==> config.mk <==
export PLATFORM = sky130hd
export DESIGN_NAME = uart_baud_gen
export DESIGN_NICKNAME = d
export VERILOG_FILES = /design/src/rtl/uart_baud_gen.sv
export SDC_FILE = /design/constraint.sdc
export NUM_CORES = 1
export LEC_CHECK = 0
export ABC_AREA = 1
export CORE_MARGIN = 5
export CORE_UTILIZATION = 25
export DETAILED_ROUTE_END_ITERATION = 10
export PLACE_DENSITY = 0.4
export SYNTH_ARGS = -nofsm -noshare
export SYNTH_HDL_FRONTEND = slang
export SYNTH_SLANG_ARGS = --single-unit
==> constraint.sdc <==
create_clock -name i_clk -period 3.65 [get_ports i_clk]
set_input_delay 0.365 -clock i_clk [delete_from_list [all_inputs] [get_ports i_clk]]
set_output_delay 0.365 -clock i_clk [all_outputs]
set_load 0.01 [all_outputs]
==> src/rtl/uart_baud_gen.sv <==
// UART baud-rate generator: fractional-divisor oversample tick plus a bit tick
// every OVERSAMPLE oversample ticks. Divisor updates take effect only at period
// boundaries (tick reload, sync, or while disabled). A sync pulse re-phases the
// bit counter so RX can centre its sampling on a detected start bit.
module uart_baud_gen #(
    parameter int CNT_WIDTH    = 16,
    parameter int FRAC_BITS    = 4,
    parameter int OVERSAMPLE   = 16,
    parameter int SYNC_TO_HALF = 1,
    parameter int RESET_DIV    = 27
) (
    input  logic                 i_clk,
    input  logic                 i_rst_n,
    input  logic                 i_en,
    input  logic                 i_sync,
    input  logic                 i_div_load,
    input  logic [CNT_WIDTH-1:0] i_div_int,
    input  logic [FRAC_BITS-1:0] i_div_frac,
    output logic                 o_tick,
    output logic                 o_bit_tick,
    output logic                 o_div_pending
);

    localparam int OS_W = (OVERSAMPLE > 2) ? $clog2(OVERSAMPLE) : 1;
    localparam logic [CNT_WIDTH-1:0] RESET_INT = CNT_WIDTH'(RESET_DIV);
    localparam logic [CNT_WIDTH-1:0] MIN_DIV   = CNT_WIDTH'(2);
    localparam logic [OS_W-1:0]      OS_LAST   = OS_W'(OVERSAMPLE - 1);
    localparam logic [OS_W-1:0]      OS_SYNC   = (SYNC_TO_HALF != 0) ? OS_W'(OVERSAMPLE / 2) : '0;

    logic [CNT_WIDTH-1:0] act_int_reg;
    logic [FRAC_BITS-1:0] act_frac_reg;
    logic [CNT_WIDTH-1:0] pend_int_reg;
    logic [FRAC_BITS-1:0] pend_frac_reg;
    logic                 pend_reg;
    logic [CNT_WIDTH-1:0] cnt_reg;
    logic [FRAC_BITS-1:0] acc_reg;
    logic [OS_W-1:0]      os_reg;

    logic [CNT_WIDTH-1:0] load_int;
    logic [CNT_WIDTH-1:0] sel_int;
    logic [FRAC_BITS-1:0] sel_frac;
    logic [FRAC_BITS:0]   acc_sum;
    logic                 tick_now;

    // Divisor that a period boundary in this cycle would adopt: a same-cycle
    // load wins over an older pending value, which wins over the active one.
    always_comb begin
        load_int = (i_div_int < MIN_DIV) ? MIN_DIV : i_div_int;
        sel_int  = act_int_reg;
        sel_frac = act_frac_reg;
        if (i_div_load) begin
            sel_int  = load_int;
            sel_frac = i_div_frac;
        end else if (pend_reg) begin
            sel_int  = pend_int_reg;
            sel_frac = pend_frac_reg;
        end
        acc_sum = {1'b0, acc_reg} + {1'b0, sel_frac};
    end

    assign tick_now      = (cnt_reg == '0);
    assign o_tick        = i_en & tick_now;
    assign o_bit_tick    = o_tick & (os_reg == OS_LAST);
    assign o_div_pending = i_en & pend_reg;

    // Period counter, fractional accumulator, bit phase and divisor staging.
    always_ff @(posedge i_clk) begin
        if (!i_rst_n) begin
            act_int_reg   <= RESET_INT;
            act_frac_reg  <= '0;
            pend_int_reg  <= RESET_INT;
            pend_frac_reg <= '0;
            pend_reg      <= 1'b0;
            cnt_reg       <= RESET_INT - CNT_WIDTH'(1);
            acc_reg       <= '0;
            os_reg        <= '0;
        end else if (!i_en || i_sync) begin
            // Disabled or re-phased: restart the period with the newest divisor.
            act_int_reg  <= sel_int;
            act_frac_reg <= sel_frac;
            pend_reg     <= 1'b0;
            cnt_reg      <= sel_int - CNT_WIDTH'(1);
            acc_reg      <= '0;
            os_reg       <= i_en ? OS_SYNC : '0;
        end else if (tick_now) begin
            // Period boundary: stretch by one cycle whenever the fraction carries.
            act_int_reg  <= sel_int;
            act_frac_reg <= sel_frac;
            pend_reg     <= 1'b0;
            cnt_reg      <= sel_int - CNT_WIDTH'(1) + CNT_WIDTH'(acc_sum[FRAC_BITS]);
            acc_reg      <= acc_sum[FRAC_BITS-1:0];
            os_reg       <= os_reg + OS_W'(1);
        end else begin
            cnt_reg <= cnt_reg - CNT_WIDTH'(1);
            if (i_div_load) begin
                pend_int_reg  <= load_int;
                pend_frac_reg <= i_div_frac;
                pend_reg      <= 1'b1;
            end
        end
    end

endmodule
# Yosys cells after proc, flatten, opt, wreduce, memory -nomap -nowiden
# Cells that the tools add are included.
# word_totals
output_inout_bits	3
in_bits	25
reg_bits	65
elab_cells	42
# classes
add_sub_neg	5
mux	14
magnitude_cmp	1
n_reduce_logical	7
n_eq_ne	1
bitwise_logic	6
# ops
operator	n
16-bit 2-to-1 mux	7
16-bit by 1-bit subtractor with 16-bit output (second input constant)	2
4-bit 2-to-1 mux	7
16-bit by 1-bit adder with 16-bit output	1
16-bit logical NOT	1
16-bit by 2-bit < comparator with 1-bit output (second input constant)	1
4-bit by 4-bit adder with 5-bit output	1
4-bit by 1-bit adder with 4-bit output (second input constant)	1
4-bit == test (second input constant)	1
1-bit bitwise AND	3
1-bit inverter	3
3-bit AND reduction	1
3-bit OR reduction	1
2-bit nonzero test	1
2-bit OR reduction	1
1-bit logical NOT	1
1-bit logical OR	1

# Depth between registers and ports, before layout
# Gate-level depths: netlist of the first run.
# depth
word_depth	7
mapped_depth	24
mapped_depth_nobuf	22

# Worst setup path before layout of the first run
# No wires, ideal clock.
# synth_timing
path_type	input port to flip-flop
startpoint	input port i_div_load
endpoint	register cnt_reg[14]
stages	24
required_ps	3584
path_buffers	3
arrival_ps	3066
setup_slack_ps	518
setup_time_ps	66
path_cell_list	buf_6 -> inv_8 -> buf_6 -> buf_2 -> nor2_1 -> a21oi_1 -> ha_1 -> inv_1 -> fa_1 -> o21ai_0 -> ha_1 -> ha_1 -> inv_1 -> nor2_2 -> inv_2 -> nor2_2 -> inv_2 -> nor2_4 -> nand2_2 -> nor2_4 -> nand2_1 -> nand2_1 -> nand3_1 -> a21oi_2
# synth_via
elab_chain_len	5
word_cells_on_any_way	7
classes_between	3 x add/sub; 4 x mux
# synth_rtl
element	line_no	rtl
start, declared	16	input logic i_div_load,
4-bit 2-to-1 mux	51	if (i_div_load) begin
via sel_frac[0]	41	logic [FRAC_BITS-1:0] sel_frac;
4-bit by 4-bit adder with 5-bit output	58	acc_sum = {1'b0, acc_reg} + {1'b0, sel_frac};
16-bit by 1-bit adder with 16-bit output	90	cnt_reg <= sel_int - CNT_WIDTH'(1) + CNT_WIDTH'(acc_sum[FRAC_BITS]);
16-bit 2-to-1 mux	85	end else if (tick_now) begin
16-bit 2-to-1 mux	77	end else if (!i_en || i_sync) begin
end signal, assigned	82	cnt_reg <= sel_int - CNT_WIDTH'(1);
end signal, assigned	90	
end signal, assigned	94	cnt_reg <= cnt_reg - CNT_WIDTH'(1);
end, declared	35	logic [CNT_WIDTH-1:0] cnt_reg;
# The timed path passes the listed nets, and every way through them passes these cells.
# A chain may end at the register's enable or synchronous reset.

# Worst setup path in the final report of the first run
# Same ends and word-level chain as after synthesis.

==> run_results.csv, run 1 <==
group,metric,value,unit
sta,fin_tns_setup,0,ns
job,timing.max_cap.violations,0,
floorplan,die_width,143,um
clock_tree,hold_buffers,0,
final_layout,finished_layout_cell_area,5290,um^2
yosys,post_synth_num_cell_types,48,
sta,max_slew.worst_pin.slew,0.616,ns
clock_tree,cts.htree.levels,3,
setup_path,critical_path_maximum_fanout,5,
final_layout,layout.nets,718,
global_routing,grt_pass1_wl,20600,um
yosys,ys_seq_area_share,29.6,%
global_routing,grt.overflow.total,0,
detailed_routing,detail_route.first_pass.iterations,5,
yosys,synth_seq_cells,65,
sta,grt_setup_unrepaired,"no",
yosys,synth_xor_area_share,3.39,%
detailed_routing,drc,0,
worst_hold_path,holdCritPathClass,"register to register",
setup_path,worstSetupEndpoint,"cnt_reg[14]",
pwr,power_per_cell_area,415,nW/um^2
clock_tree,cts_post_setup_buffers_inserted,0,
final_layout,fill_cells,1915,
detailed_routing,routed_vias,4139,
final_layout,area_growth,20.4,%
setup_path,start_kind,"input pin",
setup_path,setup.worst_path.start,"i_div_load",
final_layout,antenna_cells_inserted,0,
floorplan,placeableCoreArea,17300,um^2
place,sum_of_net_half_perimeters_after_detailed_placement,9360,um
setup_path,crit_type,"input pin to register",
final_layout,layout-drive-gt1-share,15.6,%
global_routing,first_global_vias,4041,
yosys,synth_cells,650,
final_layout,fin_cells,912,
sta,finalClockSkew,0.00667,ns
global_routing,grt.total_usage,12.8,%
floorplan,floorplan.rows,48,
yosys,count_of_flip_flops_with_a_built_in_enable_after_synthesis,0,
outcome,outcome,"finished, final reports clean",
yosys,yosys-top-cells-area,"sky130_fd_sc_hd__dfxtp_1 30%, sky130_fd_sc_hd__nand2_1 12%, sky130_fd_sc_hd__o21ai_0 5.7%",
yosys,yosys_warnings,0,
sta,max_slew_margin,58.6,%
yosys,synth_top_family_by_area,"simple AND/OR/NAND/NOR gates",
sta,timing.fmax,310,MHz
detailed_routing,wire_per_inst,13.9,um
sta,total_of_endpoints_with_negative_setup_slack_in_the_final_report,0,
sta,hold_viol,0,
clock_tree,cts-root-buf,"sky130_fd_sc_hd__clkbuf_16",
yosys,netlist_top_cells_count,"141 x sky130_fd_sc_hd__nand2_1, 66 x sky130_fd_sc_hd__inv_1, 66 x sky130_fd_sc_hd__nor2_1",
floorplan,ports,28,
setup_path,timing.critical_path.arrival,3.51,ns
floorplan,start_util,25.4,%
yosys,yosys.area_share.simple,34.0,%
detailed_routing,detail_route.iter0.violations,163,
place,placedInstanceArea,4940,um^2
floorplan,floorplan.die_area,20300,um^2
pwr,vdd_drop_max,166,uV
sta,final.min_clock_period,3.23,ns
yosys,synthesized_area_fraction_occupied_by_adder_cells,3.30,%
setup_path,regToRegEndpoint,"cnt_reg[14]",
yosys,synth_compound_area_share,19.3,%
setup_path,cp-end-kind,"register",
setup_path,worst_r2r_path_depth,21,
clock_tree,cts_buffers,9,
detailed_routing,detail_route.wirelength,12700,um
yosys,ys_async_sr_fraction,0,%
yosys,synthesis.area,4390,um^2
yosys,yosys.area.top_type_share,29.6,%
global_routing,grt_antenna_before_repair,0,
yosys,nets_in_the_synthesized_netlist,686,
clock_tree,worstSkewPairLatency,0.35,ns
sta,slew_violations,0,
yosys,post_synth.cell_area_avg,6.76,um^2
clock_tree,tritoncts_clock_tree,"built",
yosys,yosysMostFrequentCell,"sky130_fd_sc_hd__nand2_1",
yosys,mux_cell_area_share_after_synthesis,0,%
clock_tree,clk_path_buf_depth,2,
clock_tree,clock-sinks,65,
sta,layout_worst_path_cycle_share,88.4,%
detailed_routing,routed_via_density,4.54,
setup_path,worstReg2RegStart,"pend_reg",
floorplan,die_height,143,um
detailed_routing,route.antenna.remaining_nets,0,
place,portBuffers,27,
yosys,ys.flop_type,"sky130_fd_sc_hd__dfxtp_1",
setup_path,minimum_setup_slack_among_reg_to_reg_paths,0.44,ns
place,numPlacedInstances,896,
pwr,pleak,2.24,nW
clock_tree,cts.reportedPaths.clkPinSlew,0.06,ns
place,routabilityCongestion,0.879,
setup_path,worst-endpoint-required,3.93,ns
yosys,post-synth-top-area-cell,"sky130_fd_sc_hd__dfxtp_1",
global_routing,grt_start_max_net_pins,43,
## critical path: stages
cell and delay (ns):
sky130_fd_sc_hd__clkdlybuf4s50_1 0.48, sky130_fd_sc_hd__buf_4 0.17, sky130_fd_sc_hd__a21oi_1 0.07, sky130_fd_sc_hd__a21oi_2 0.17, sky130_fd_sc_hd__ha_1 0.18, sky130_fd_sc_hd__inv_1 0.05
sky130_fd_sc_hd__fa_1 0.37, sky130_fd_sc_hd__o21ai_0 0.17, sky130_fd_sc_hd__buf_4 0.15, sky130_fd_sc_hd__ha_1 0.15, sky130_fd_sc_hd__ha_1 0.14, sky130_fd_sc_hd__inv_1 0.05
sky130_fd_sc_hd__nor2_2 0.11, sky130_fd_sc_hd__inv_2 0.04, sky130_fd_sc_hd__nor2_2 0.14, sky130_fd_sc_hd__inv_2 0.07, sky130_fd_sc_hd__nor2_4 0.11, sky130_fd_sc_hd__nand2_2 0.08
sky130_fd_sc_hd__nor2_4 0.12, sky130_fd_sc_hd__nand2_1 0.07, sky130_fd_sc_hd__nand2_1 0.06, sky130_fd_sc_hd__nand3_1 0.08, sky130_fd_sc_hd__a21oi_2 0.12
## power by group
group / switching, mW / internal, mW / leakage, nW / total, mW
clock: 0.337 / 0.685 / 0.166 / 1.02
combinational: 0.249 / 0.143 / 1.54 / 0.392
sequential: 0.0269 / 0.756 / 0.535 / 0.783
total: 0.613 / 1.58 / 2.24 / 2.20
## cell type report
| class | count | area (um^2) | area share, % |
|---|---|---|---|
| multi-input cells | 481 | 2640 | 49.9 |
| clock inverters | 5 | 103 | 1.94 |
| repair buffers | 46 | 413 | 7.81 |
| inverters | 79 | 309 | 5.84 |
| well taps | 225 | 282 | 5.32 |
| flip-flops and latches | 65 | 1300 | 24.6 |
| clock buffers | 11 | 243 | 4.59 |
## worst min-delay path by stage
| stage | startpoint | end | slack (ns) | cells past startpoint |
|---|---|---|---|---|
| detailed placement | pend_int_reg[12] | pend_int_reg[12] | 0.45 | 2 |
| global route | pend_int_reg[13] | pend_int_reg[13] | 0.49 | 2 |
| finish | pend_int_reg[5] | pend_int_reg[5] | 0.46 | 2 |
| global placement | pend_int_reg[5] | pend_int_reg[5] | 0.45 | 2 |
| floorplan | pend_int_reg[5] | pend_int_reg[5] | 0.43 | 2 |
| CTS | pend_int_reg[5] | pend_int_reg[5] | 0.46 | 2 |
## timing repair
action	4_1_cts	5_1_grt
endpoints found under the setup margin	0	1
endpoints found under the hold margin	0	0
gates resized for setup	0	1
## routing by layer
metal | share of wire, % | vias up | GRT usage (%)
met3 | 2.5 | 16 | 1.81
met4 | 2.2 | 0 | 5.65
li1 | - | 2197 | -
met2 | 45 | 59 | 21.1
met5 | 0 | - | 0
met1 | 50 | 1867 | 16.7
## cells by family (layout without fill, tap and decap cells)
group                      Yosys count  in the layout
buffers and inverters              104            141
adders and majority gates           11             11
DFF                                 65             65
AOI/OAI and AO/OA                  143            143
and+or+nand+nor                    310            310
xor gates and xnor gates            17             17
## through the flow
step | setup WS (ns) | power [mW] | utilization, % | hold slack, ns
floorplan | 0.518 | 1.07 | - | 0.429
global placement | 0.0550 | 1.19 | 28.6 | 0.446
detailed placement | -0.0112 | 1.19 | 28.6 | 0.450
CTS | 0.364 | 2.23 | 30.6 | 0.460
global route | 0.0481 | 2.31 | 30.6 | 0.486
finish | 0.424 | 2.20 | 30.6 | 0.459
## cell usage in the layout (no fill, tap or decap), types with 18 or more instances in the layout
cell	instances
sky130_fd_sc_hd__buf_4	19
sky130_fd_sc_hd__nand2_1	141
sky130_fd_sc_hd__nor2_1	66
sky130_fd_sc_hd__nand2_2	18
sky130_fd_sc_hd__a21oi_1	47
sky130_fd_sc_hd__o21ai_0	50
sky130_fd_sc_hd__nand3_1	30
sky130_fd_sc_hd__clkdlybuf4s50_1	27
sky130_fd_sc_hd__dfxtp_1	65
sky130_fd_sc_hd__inv_1	66
No activity file was read; power rests on OpenSTA's default activity.
==> run 2, diff against run 1 <==
Settings changed: CTS_CLUSTER_SIZE set to 10, GPL_ROUTABILITY_DRIVEN set to 0.
==> results of run 2 <==
The final DEF is identical to that of run 1; final timing and power are the same.
